--- src/rtl/spi_slave_rx.sv ---
// ============================================================================
//  Module      : spi_slave_rx
//  Description : SPI slave endpoint. Oversamples SCLK/MOSI/LOAD in the clk
//                domain, deserialises each M-bit MSB-first frame into a
//                parallel word with a one-cycle valid pulse, flags frames
//                whose bit count differs from M, and returns a word on MISO.
//  Revision    : 1.0 - initial release
// ----------------------------------------------------------------------------
//  Parameters
//    M            frame width in bits (2..255)
//    SYNC_STAGES  synchroniser depth for SCLK/MOSI/LOAD (>=2)
//  Ports
//    clk        system clock, rising edge
//    clr        asynchronous active-high reset
//    SCLK       serial clock from master (asynchronous)
//    MOSI       serial data from master
//    LOAD       frame strobe: high = idle, low = frame active
//    MISO       serial data to master
//    tx_dat     word returned on MISO in the next frame
//    tx_wr      one-cycle write strobe for tx_dat
//    tx_busy    high while a frame is active
//    rx_dat     last correctly received word
//    rx_valid   one-cycle pulse: rx_dat updated
//    frame_err  one-cycle pulse: frame ended with bit count != M
//    bit_cnt    bits received in the current frame (saturates at M+1)
//  Build option
//    SPI_SLV_ECHO_EN  when defined, a frame start with no tx_wr since the
//                     previous frame start returns the last good rx word.
// ============================================================================
`default_nettype none

module spi_slave_rx #(
    parameter int M           = 16,
    parameter int SYNC_STAGES = 2
) (
    input  logic         clk,
    input  logic         clr,
    input  logic         SCLK,
    input  logic         MOSI,
    input  logic         LOAD,
    output logic         MISO,
    input  logic [M-1:0] tx_dat,
    input  logic         tx_wr,
    output logic         tx_busy,
    output logic [M-1:0] rx_dat,
    output logic         rx_valid,
    output logic         frame_err,
    output logic [7:0]   bit_cnt
);

    // Counter is one bit wider than the port so that M+1 stays representable
    // when M = 255; the port value clamps at 255 in that corner.
    localparam logic [8:0] CNT_SAT = 9'(M + 1);
    localparam logic [8:0] CNT_M   = 9'(M);

    typedef enum logic [1:0] {
        WAIT_IDLE = 2'd0,
        IDLE      = 2'd1,
        SHIFT     = 2'd2,
        DONE      = 2'd3
    } state_t;

    state_t r_state;
    state_t w_state_nxt;

    // ------------------------------------------------------------------
    // Input synchronisers plus one edge-detect flop for SCLK and LOAD.
    // MOSI goes through the same depth so it stays aligned with SCLK.
    // ------------------------------------------------------------------
    logic [SYNC_STAGES-1:0] r_sclk_sync;
    logic [SYNC_STAGES-1:0] r_mosi_sync;
    logic [SYNC_STAGES-1:0] r_load_sync;
    logic                   r_sclk_d;
    logic                   r_load_d;

    always_ff @(posedge clk or posedge clr) begin
        if (clr) begin
            r_sclk_sync <= '0;
            r_mosi_sync <= '0;
            r_load_sync <= '0;
            r_sclk_d    <= 1'b0;
            r_load_d    <= 1'b0;
        end else begin
            r_sclk_sync <= {r_sclk_sync[SYNC_STAGES-2:0], SCLK};
            r_mosi_sync <= {r_mosi_sync[SYNC_STAGES-2:0], MOSI};
            r_load_sync <= {r_load_sync[SYNC_STAGES-2:0], LOAD};
            r_sclk_d    <= r_sclk_sync[SYNC_STAGES-1];
            r_load_d    <= r_load_sync[SYNC_STAGES-1];
        end
    end

    logic w_sclk;
    logic w_mosi;
    logic w_load;
    logic w_sclk_rise;
    logic w_sclk_fall;
    logic w_load_rise;
    logic w_load_fall;

    assign w_sclk      = r_sclk_sync[SYNC_STAGES-1];
    assign w_mosi      = r_mosi_sync[SYNC_STAGES-1];
    assign w_load      = r_load_sync[SYNC_STAGES-1];
    assign w_sclk_rise =  w_sclk & ~r_sclk_d;
    assign w_sclk_fall = ~w_sclk &  r_sclk_d;
    assign w_load_rise =  w_load & ~r_load_d;
    assign w_load_fall = ~w_load &  r_load_d;

    // ------------------------------------------------------------------
    // Datapath registers
    // ------------------------------------------------------------------
    logic [M-1:0] r_tx_hold;
    logic [M-1:0] r_tx_sr;
    logic [M-1:0] r_rx_sr;
    logic [M-1:0] r_rx_dat;
    logic         r_rx_valid;
    logic         r_frame_err;
    logic [8:0]   r_cnt;

    logic         w_start;
    logic [M-1:0] w_tx_load;

    assign w_start = (r_state == IDLE) && w_load_fall;

`ifdef SPI_SLV_ECHO_EN
    // Tracks whether tx_wr was seen since the last frame start. A write in
    // the start cycle itself counts towards the following frame.
    logic r_wr_pend;

    always_ff @(posedge clk or posedge clr) begin
        if (clr) begin
            r_wr_pend <= 1'b0;
        end else if (w_start) begin
            r_wr_pend <= tx_wr;
        end else if (tx_wr) begin
            r_wr_pend <= 1'b1;
        end
    end

    assign w_tx_load = r_wr_pend ? r_tx_hold : r_rx_dat;
`else
    assign w_tx_load = r_tx_hold;
`endif

    // ------------------------------------------------------------------
    // FSM state register
    // ------------------------------------------------------------------
    always_ff @(posedge clk or posedge clr) begin
        if (clr) begin
            r_state <= WAIT_IDLE;
        end else begin
            r_state <= w_state_nxt;
        end
    end

    // ------------------------------------------------------------------
    // FSM next state and combinational outputs
    // ------------------------------------------------------------------
    always_comb begin
        w_state_nxt = r_state;
        tx_busy     = 1'b0;
        MISO        = 1'b0;
        case (r_state)
            // Wait for the line to be idle so a frame already running when
            // reset was released is never partially captured.
            WAIT_IDLE: begin
                if (w_load) begin
                    w_state_nxt = IDLE;
                end
            end
            IDLE: begin
                if (w_load_fall) begin
                    w_state_nxt = SHIFT;
                end
            end
            SHIFT: begin
                tx_busy = 1'b1;
                MISO    = r_tx_sr[M-1];
                if (w_load_rise) begin
                    w_state_nxt = DONE;
                end
            end
            DONE: begin
                tx_busy     = 1'b1;
                w_state_nxt = IDLE;
            end
            default: begin
                w_state_nxt = WAIT_IDLE;
            end
        endcase
    end

    // ------------------------------------------------------------------
    // Shift registers, bit counter and result registers
    // ------------------------------------------------------------------
    always_ff @(posedge clk or posedge clr) begin
        if (clr) begin
            r_tx_hold   <= '0;
            r_tx_sr     <= '0;
            r_rx_sr     <= '0;
            r_rx_dat    <= '0;
            r_rx_valid  <= 1'b0;
            r_frame_err <= 1'b0;
            r_cnt       <= '0;
        end else begin
            r_rx_valid  <= 1'b0;
            r_frame_err <= 1'b0;

            // Last write wins; the start cycle reads the previous value
            // because of non-blocking update ordering.
            if (tx_wr) begin
                r_tx_hold <= tx_dat;
            end

            if (w_start) begin
                r_cnt   <= '0;
                r_rx_sr <= '0;
                r_tx_sr <= w_tx_load;
            end

            if (r_state == SHIFT) begin
                if (w_sclk_rise) begin
                    r_rx_sr <= {r_rx_sr[M-2:0], w_mosi};
                    if (r_cnt != CNT_SAT) begin
                        r_cnt <= r_cnt + 9'd1;
                    end
                end
                if (w_sclk_fall) begin
                    r_tx_sr <= {r_tx_sr[M-2:0], 1'b0};
                end
            end

            if (r_state == DONE) begin
                if (r_cnt == CNT_M) begin
                    r_rx_dat   <= r_rx_sr;
                    r_rx_valid <= 1'b1;
                end else begin
                    r_frame_err <= 1'b1;
                end
            end
        end
    end

    assign rx_dat    = r_rx_dat;
    assign rx_valid  = r_rx_valid;
    assign frame_err = r_frame_err;
    assign bit_cnt   = r_cnt[8] ? 8'hFF : r_cnt[7:0];

endmodule

`default_nettype wire

--- config.mk ---
export PLATFORM = sky130hd
export DESIGN_NAME = spi_slave_rx
export DESIGN_NICKNAME = d
export VERILOG_FILES = /design/src/rtl/spi_slave_rx.sv
export SDC_FILE = /design/constraint.sdc
export NUM_CORES = 1
export LEC_CHECK = 0
export ABC_AREA = 1
export BUFFER_PORTS_ARGS = -buffer_cell sky130_fd_sc_hd__buf_2
export CAP_MARGIN = 10
export CORE_MARGIN = 1.5
export CORE_UTILIZATION = 50
export DETAILED_ROUTE_END_ITERATION = 7
export GPL_ROUTABILITY_DRIVEN = 0
export HOLD_SLACK_MARGIN = 0.15
export PLACE_DENSITY = 0.74
export SLEW_MARGIN = 20
export SYNTH_ARGS = -nofsm -noshare
export SYNTH_HDL_FRONTEND = slang
export SYNTH_SLANG_ARGS = --single-unit
--- constraint.sdc ---
create_clock -name clk -period 2.8 [get_ports clk]
set_clock_uncertainty 0.1 [all_clocks]
set_input_delay 0.42 -clock clk [delete_from_list [all_inputs] [get_ports clk]]
set_output_delay 0.42 -clock clk [all_outputs]
set_load 0.02 [all_outputs]
==> results.json, run 1 <==
{
  "dpl.hpwl_um": 4630,
  "antenna_found_initial": 0,
  "antenna_left": 0,
  "fillers": 613,
  "netlist.area_leader.share_pct": 58.2,
  "cp-end-kind": "output pin",
  "start_util_pct": 52.6,
  "grt-ovfl-total": 0,
  "synth.top_cells.by_count": "85 x dfrtp_1, 77 x nand2_1, 53 x inv_1",
  "finalCritPeriodShare_pct": 77.1,
  "finalHoldViolCount": 0,
  "r2r-start": "r_state[0]",
  "wl_per_cell_um": 12.4,
  "required_ns": 2.28,
  "routed_wl_um": 6630,
  "synth_area_um2": 3660,
  "cts_setup_buffers": 0,
  "clock_path_buffers": 2,
  "multi_input_area_um2": 1240,
  "diodes": 0,
  "final_cells": 534,
  "outcome": "finished, final reports clean",
  "fin_tns_setup_ns": 0,
  "die_x_um": 88.5,
  "cp-start-kind": "flip-flop",
  "min_to": "r_tx_hold[11]",
  "drc": 0,
  "clock_sinks": 85,
  "synthMuxAreaShare_pct": 4.93,
  "cp_slowest_stage_delay_ns": 0.42,
  "cts.clk_slew.worst_paths_ns": 0.08,
  "vias_per_cell": 5.13,
  "synth_xor_area_share_pct": 0.479,
  "grt_max_degree": 51,
  "synth_ff_type": "dfrtp_1",
  "path_cells": "ha_1 > buf_4 > or2_2 > buf_2",
  "grt_pass1_wl_um": 11200,
  "fmaxAchievable_ghz": 0.463,
  "cts_tree": "built",
  "yosys_warnings": 0,
  "finalInstanceArea_um2": 4270,
  "synthTopCellsByArea": "dfrtp_1 58%, nand2_1 7.9%, inv_1 5.4%",
  "timing.hold.ws_ns": 0.197,
  "synth-edff-count": 0,
  "synth_simple_gate_area_share_pct": 15.9,
  "slew_headroom_pct": 45.3,
  "seq_area_frac_synth_pct": 58.2,
  "die_area_um2": 7830,
  "critPathMaxFanout": 19,
  "peakVddDrop_mv": 0.425,
  "min_from": "tx_dat[11]",
  "tightest_slew_ns": 0.821,
  "synth.avg_cell_area_um2": 9.67,
  "synthAdderAreaFrac_pct": 2.40,
  "synthesis.nets": 407,
  "place_area_um2": 4000,
  "synth_most_common_cell": "dfrtp_1",
  "period_minus_slack_ns": 2.16,
  "synth.largest_area_cell": "dfrtp_1",
  "cp_data_arrival_time_ns": 1.64,
  "fin_util_pct": 61.5,
  "grt_pass1_vias": 2587,
  "post-place-cells": 515,
  "layout.nets": 463,
  "async_reset_ff_share_pct": 100,
  "synth_top_family_by_area": "simple AND/OR/NAND/NOR gates",
  "synthToLayoutAreaGrowth_pct": 16.8,
  "whs_path_depth": 2,
  "leakage_nw": 2.28,
  "cts-resized-gates": 0,
  "setup_violations": 0,
  "num_rows": 30,
  "cp_slowest_cell": "dfrtp_1",
  "yosysUniqueCellTypes": 25,
  "die_h_um": 88.5,
  "cap_violations": 0,
  "clock_latency_ns": 0.35,
  "crit_type": "reg2out",
  "rsz0062_at_grt": "no",
  "drive_above_1_share_pct": 21.9,
  "synth_compound_area_share_pct": 10.3,
  "rrSetupSlack_ns": 0.87,
  "h-tree-depth": 3,
  "synth-seq-cells": 85,
  "ff2ff_path_depth": 8,
  "power_density_nw_per_um2": 798,
  "dr.pass1.iters": 4,
  "io_buffers": 49,
  "vias": 2740,
  "drv_slew": 0,
  "gr-usage-all-layers_pct": 18.8,
  "core_area_um2": 6940,
  "hold_path.class": "in2reg",
  "ff_latch_area_um2": 2130,
  "root_buffer": "clkbuf_8",
  "drt-initial-drc-count": 112,
  "ioPinCount": 50,
  "numCtsBuffers": 9,
  "syn_inst": 378,
  "rr_endpoint": "r_tx_sr[14]"
}
worst max path at each step:
stage          startpoint           to  slack, ns
2_1_floorplan         clr    frame_err       0.09
3_3_place_gp   r_state[0]     r_cnt[8]       0.98
3_5_place_dp   r_state[0]  r_tx_sr[14]       0.86
4_1_cts        r_state[0]      tx_busy       0.61
5_1_grt        r_state[0]      tx_busy       0.58
6_report       r_state[0]      tx_busy       0.64
critical path, delay by kind of cell (launching register included):
family | cells | cell delay [ns]
DFF | 1 | 0.42
buffers and inverters | 2 | 0.37
and+or+nand+nor | 1 | 0.30
adders and majority gates | 1 | 0.21
cells by family (layout without fill, tap and decap cells):
group / count (synthesis) / after routing
and+or+nand+nor: 126 / 126
DFF: 85 / 85
AOI/OAI and AO/OA: 71 / 71
buffers and inverters: 71 / 131
muxes: 16 / 16
adders and majority gates: 7 / 7
xor gates and xnor gates: 2 / 2
report_power, final:
part	switching, mW	total (mW)	leakage [nW]	internal (mW)
clock	0.399	0.984	0.116	0.585
sequential	0.101	1.54	1.09	1.44
combinational	0.565	0.881	1.08	0.316
registers in the layout, indices dropped and copies added (netlist names):
name         cells
r_cnt            9
r_load_sync      2
r_sclk_sync      2
r_sclk_d         1
rx_dat          16
frame_err        1
r_load_d         1
r_rx_sr         16
r_tx_hold       16
r_mosi_sync      2
r_tx_sr         16
r_state          2
rx_valid         1
metal layers:
| layer | GRT usage, % | wire, um | part of all wire [%] | up-vias |
|---|---|---|---|---|
| li1 | - | - | - | 1354 |
| met2 | 32.6 | 3240 | 49 | 75 |
| met3 | 3.73 | 269 | 4.1 | 11 |
| met5 | 0 | 0 | 0 | - |
| met1 | 22.1 | 3000 | 45 | 1300 |
| met4 | 10.2 | 121 | 1.8 | 0 |
area by class of cell:
class	instances	share of cell area (%)
clock inverter	5	2.34
inverter	55	4.86
tap	96	2.81
clock buffer	10	2.99
multi-input combinational	222	29.1
timing repair buffer	61	8.09
sequential	85	49.8
per-stage QoR:
step / total power, mW / setup WS, ns
after floorplan: 2.21 / 0.0865
after global placement: 2.40 / 0.976
after detailed placement: 2.45 / 0.862
after CTS: 3.44 / 0.613
after global routing: 3.63 / 0.576
final: 3.41 / 0.641
what timing repair did:
action / 4_1_cts / 5_1_grt
setup endpoints to repair: 0 / 0
hold buffers: 4 / 0
endpoints found under the hold margin: 51 / 0
placed cells by master (no fill, tap or decap), drive strengths merged:
| cell | instances |
|---|---|
| nand4 | 18 |
| bufinv | 3 |
| nor2 | 6 |
| inv | 54 |
| or2 | 2 |
| a21oi | 18 |
| dlygate4sd3 | 4 |
| nand3 | 20 |
| o21ai | 38 |
| nand2 | 78 |
| buf | 57 |
| nor3 | 1 |
| ha | 7 |
| o22ai | 14 |
| dfrtp | 85 |
| clkinv | 3 |
| nand3b | 1 |
| mux2 | 16 |
| a21boi | 1 |
| clkbuf | 10 |
| xor2 | 2 |
No activity file was read; power rests on OpenSTA's default activity.
==> run 2: changes to the inputs <==
- PLACE_DENSITY: 0.74 -> 0.71
- clock period: 2.8 -> 2.2 ns (I/O delays scaled with it)
==> run 2 against run 1 <==
  * Non-clock buffer count is 17 higher
  * Cell count is 3.4% higher
  * First-iteration DRC count is 59% higher
  * Register-to-register slack worse by 0.54 ns
  * Largest power group unchanged
  * Highest routed layer unchanged
  * Sequential share of layout area is 1.9 points lower
  * Clock power is 20% higher
  * Clock-buffer cell count stayed put
  * Sequential power is 27% higher
  * Global-route usage is 1.4 points higher
  * Worst setup slack worse by 0.47 ns
  * Flip-flop and latch count stayed put
  * Final area is 4.0% higher
==> results.json, run 2 (synthesis gave the netlist of run 1 again) <==
{
  "fin_util_pct": 63.9,
  "core_area_um2": 6940,
  "antenna_found_initial": 0,
  "grt_pass1_wl_um": 12100,
  "grt_pass1_vias": 2764,
  "drive_above_1_share_pct": 21.5,
  "period_minus_slack_ns": 2.03,
  "cp_slowest_cell": "dfrtp_1",
  "cts-resized-gates": 0,
  "die_x_um": 88.5,
  "cp_data_arrival_time_ns": 1.60,
  "rr_endpoint": "r_tx_sr[9]",
  "num_rows": 30,
  "gr-usage-all-layers_pct": 20.2,
  "cp-endpoint": "tx_busy",
  "final_common_cell": "dfrtp_1",
  "multi_input_area_um2": 1240,
  "rsz0062_at_grt": "no",
  "path_cells": "inv_1 > ha_1 > or2_2 > buf_2",
  "slew_headroom_pct": 68.2,
  "diodes": 0,
  "timing.hold.ws_ns": 0.252,
  "clock_path_buffers": 2,
  "timing.final.ws_setup_ns": 0.172,
  "dpl.hpwl_um": 4580,
  "whs_path_depth": 0,
  "cp_slowest_stage_delay_ns": 0.41,
  "finalInstanceArea_um2": 4440,
  "cp-end-kind": "output pin",
  "layout.nets": 480,
  "pre_cts_slack_ns": 0.368,
  "min_from": "r_load_sync[0]",
  "post-place-cells": 516,
  "clock_sinks": 85,
  "wl_per_cell_um": 12.7,
  "antenna_left": 0,
  "routed_wl_um": 7000,
  "fillers": 578,
  "vias": 2822,
  "drc": 0,
  "critPathMaxFanout": 5,
  "cts_tree": "built",
  "ff2ff_path_depth": 7,
  "startpoint": "r_state[0]",
  "hold_path.class": "reg2reg",
  "start_util_pct": 52.6,
  "finalCritPeriodShare_pct": 92.2,
  "grt-ovfl-total": 0,
  "drv_slew": 0,
  "synthToLayoutAreaGrowth_pct": 21.5,
  "vias_per_cell": 5.11,
  "final_cells": 552,
  "root_buffer": "clkbuf_8",
  "rrSetupSlack_ns": 0.33,
  "dr.pass1.iters": 4,
  "setup_violations": 0,
  "drt-initial-drc-count": 178,
  "die_h_um": 88.5,
  "finalHoldViolCount": 0,
  "cap_violations": 0,
  "required_ns": 1.77,
  "ioPinCount": 50,
  "power_mw": 4.32,
  "grt_max_degree": 86,
  "numCtsBuffers": 9,
  "power_density_nw_per_um2": 972,
  "r2r-start": "r_state[0]",
  "tightest_slew_ns": 0.476,
  "fmaxAchievable_ghz": 0.493,
  "cp-start-kind": "flip-flop",
  "peakVddDrop_mv": 0.866,
  "die_area_um2": 7830,
  "fin_tns_setup_ns": 0,
  "h-tree-depth": 3,
  "outcome": "finished, final reports clean",
  "layout_common_cells": "85 x dfrtp_1, 77 x nand2_1, 52 x inv_1, 49 x buf_2, 38 x o21ai_0",
  "place_area_um2": 4030,
  "crit_type": "reg2out",
  "cts.clk_slew.worst_paths_ns": 0.08,
  "clock_latency_ns": 0.35,
  "io_buffers": 49,
  "leakage_nw": 2.34,
  "ff_latch_area_um2": 2130
}
## run 2: power breakdown
group	switching, mW	internal (mW)	leakage (nW)
Sequential	0.130	1.83	1.09
Clock	0.544	0.637	0.0985
Combinational	0.741	0.431	1.15
## run 2: how the worst min path moves through the flow
stage                                end  slack [ns]
after floorplan           r_load_sync[1]        0.23
after global routing      r_load_sync[1]        0.26
after detailed placement  r_load_sync[1]        0.24
after global placement    r_mosi_sync[1]        0.23
final                     r_load_sync[1]        0.25
after CTS                 r_load_sync[1]        0.26
## run 2: critical path: cells and delay by family, from the launching register on
kind,cells,cell delay (ns)
simple gates,1,0.33
flops,1,0.41
fa+ha+maj,1,0.27
buf+inv,2,0.25
## run 2: layout make-up
class | count | share of cell area (%)
flip-flops and latches | 85 | 47.9
multi-input cells | 222 | 28.0
repair buffers | 78 | 11.8
inverters | 55 | 4.73
clock buffers | 10 | 2.87
well taps | 96 | 2.70
clock inverters | 6 | 1.97
## run 2: repair_timing
item | CTS | global route
hold buffers | 20 | 0
setup buffers | 0 | 0
endpoints found under the hold margin | 104 | 0
## run 2: metal layers
metal  global-route usage [%]  wire length [um]
met4                     6.39               104
met5                        0                 0
met2                     35.9              3560
met3                     5.69               303
met1                     23.7              3030
==> run 3: changes to the inputs <==
==> constraint.sdc (replaced) <==
create_clock -name clk -period 2.2 [get_ports clk]
set_clock_uncertainty 0.1 [all_clocks]
set_input_delay 0.22 -clock clk [delete_from_list [all_inputs] [get_ports clk]]
set_output_delay 0.22 -clock clk [all_outputs]
set_load 0.02 [all_outputs]
==> run 3 against run 2 <==
  * Register-to-register slack improved by 0.11 ns
  * Critical path type unchanged
  * Worst hold slack improved by 0.00096 ns
  * Die area did not move
  * Non-clock buffer count rose by 1
  * Critical endpoint unchanged
  * Worst setup slack improved by 0.16 ns
  * Clock power fell by 19%
  * Cell count rose by 0.18%
  * Critical path depth did not move
  * Core utilization fell by 0.56 points
  * First-iteration DRC count fell by 11%
  * Highest routed layer unchanged
==> results.json, run 3 (synthesis gave the netlist of run 1 again) <==
{
  "min_from": "r_load_sync[0]",
  "grt_pass1_vias": 2734,
  "wl_per_cell_um": 12.1,
  "start_util_pct": 52.6,
  "io_buffers": 49,
  "antenna_left": 0,
  "vias": 2783,
  "vias_per_cell": 5.03,
  "cp_top_family": "flip-flops",
  "critPathMaxFanout": 5,
  "cp-end-kind": "output pin",
  "cap_violations": 0,
  "cts.clk_slew.worst_paths_ns": 0.08,
  "routed_wl_um": 6700,
  "outcome": "finished, final reports clean",
  "grt-ovfl-total": 0,
  "ff2ff_path_depth": 6,
  "cp_slowest_cell": "dfrtp_1",
  "num_rows": 30,
  "p_switching_mw": 1.37,
  "diodes": 0,
  "tightest_slew_ns": 0.626,
  "die_h_um": 88.5,
  "required_ns": 1.88,
  "min_to": "r_load_sync[1]",
  "cts-resized-gates": 0,
  "core_area_um2": 6940,
  "hold_path.class": "reg2reg",
  "grt_max_degree": 48,
  "fmaxAchievable_ghz": 0.534,
  "clock_path_buffers": 2,
  "peakVddDrop_mv": 0.485,
  "layout_common_cells": "85 x dfrtp_1, 77 x nand2_1, 52 x inv_1, 49 x buf_2, 38 x o21ai_0",
  "combPwrFrac_pct": 28.1,
  "slew_headroom_pct": 58.2,
  "path_buf_inv": 2,
  "drv_slew": 0,
  "r2r-start": "r_state[1]",
  "synthToLayoutAreaGrowth_pct": 20.4,
  "seqPwrFrac_pct": 48.4,
  "path_cells": "inv_1 > ha_1 > or2_2 > buf_2",
  "leakage_nw": 2.33,
  "die_area_um2": 7830,
  "numCtsBuffers": 9,
  "drc": 0,
  "final_common_cell": "dfrtp_1",
  "layout.nets": 481,
  "power_density_nw_per_um2": 924,
  "timing.hold.ws_ns": 0.253,
  "root_buffer": "clkbuf_8",
  "rsz0062_at_grt": "no",
  "die_x_um": 88.5,
  "finalCritPeriodShare_pct": 85.1,
  "period_minus_slack_ns": 1.87,
  "rrSetupSlack_ns": 0.44,
  "finalHoldViolCount": 0,
  "cp_data_arrival_time_ns": 1.55,
  "h-tree-depth": 3,
  "drive_above_1_share_pct": 21.4,
  "swShare_pct": 33.6,
  "clock_latency_ns": 0.34,
  "cts_tree": "built",
  "rr_endpoint": "r_rx_sr[2]",
  "setup_violations": 0,
  "whs_path_depth": 0,
  "dr.pass1.iters": 4,
  "antenna_found_initial": 0,
  "pwr-share-clk_pct": 23.5,
  "gr-usage-all-layers_pct": 19.4,
  "dpl.hpwl_um": 4590,
  "fin_tns_setup_ns": 0,
  "drt-initial-drc-count": 158,
  "clock_sinks": 85,
  "crit_type": "reg2out",
  "cellInternalPower_mw": 2.70,
  "ioPinCount": 50,
  "grt_pass1_wl_um": 11600,
  "cp-start-kind": "flip-flop",
  "cp_slowest_stage_delay_ns": 0.40,
  "fillers": 581
}
==> run 3: changes by cell type in the layout (fill, tap and decap cells not counted) <==
cell        previous run  this run
clkinv_4               0         1
clkinv_2               1         3
bufinv_16              2         0
clkbuf_1               1         2
clkbuf_8               9        10
buf_4                  8         9
clkinvlp_4             4         1
==> run 3: routing by layer <==
layer | vias to the layer above | GRT usage [%] | part of all wire (%)
met5 | - | 0 | 0
met2 | 69 | 33.8 | 50
met3 | 12 | 3.73 | 3.4
met4 | 0 | 9.38 | 1.8
li1 | 1389 | - | -
met1 | 1313 | 23.1 | 45
==> run 3: layout make-up <==
cell class                 instances  area (um^2)  share of cell area (%)
sequential                        85         2130                    48.3
clock buffer                      12          145                    3.30
clock inverter                     4         23.8                   0.540
tap                               96          120                    2.73
timing repair buffer              79          533                    12.1
multi-input combinational        222         1240                    28.2
inverter                          55          210                    4.78
==> run 3: metrics by stage <==
stage                     worst slack (ns)  std cells  total power, mW  util, %  instance area [um^2]
after floorplan                      0.593        378             2.81        -                  3660
after global placement               0.512        517             3.07     58.1                  4030
after detailed placement             0.451        517             3.12     58.1                  4030
after CTS                            0.296        553             4.12     63.4                  4400
after global routing                 0.233        553             4.38     63.4                  4400
final                                0.328        553             4.07     63.4                  4400
==> run 3: how the worst max path moves through the flow <==
stage,from,to,slack [ns],depth (start not counted)
floorplan,r_state[0],r_tx_sr[10],0.59,8
global placement,r_state[0],r_cnt[8],0.51,6
detailed placement,r_state[1],r_rx_sr[13],0.45,6
CTS,r_state[0],tx_busy,0.30,4
global route,r_state[0],tx_busy,0.23,4
finish,r_state[0],tx_busy,0.33,4
==> run 3: timing repair <==
item / CTS / global route
buffers inserted: 0 / 0
hold endpoints to repair: 47 / 0
hold buffers: 20 / 0
==> run 3: power groups by stage <==
stage / logic, mW / registers [mW] / clock network, mW
floorplan: 0.848 / 1.97 / 0
global placement: 1.08 / 1.99 / 0
detailed placement: 1.12 / 2.00 / 0
CTS: 1.16 / 1.97 / 0.990
global route: 1.32 / 2.00 / 1.06
finish: 1.14 / 1.97 / 0.955
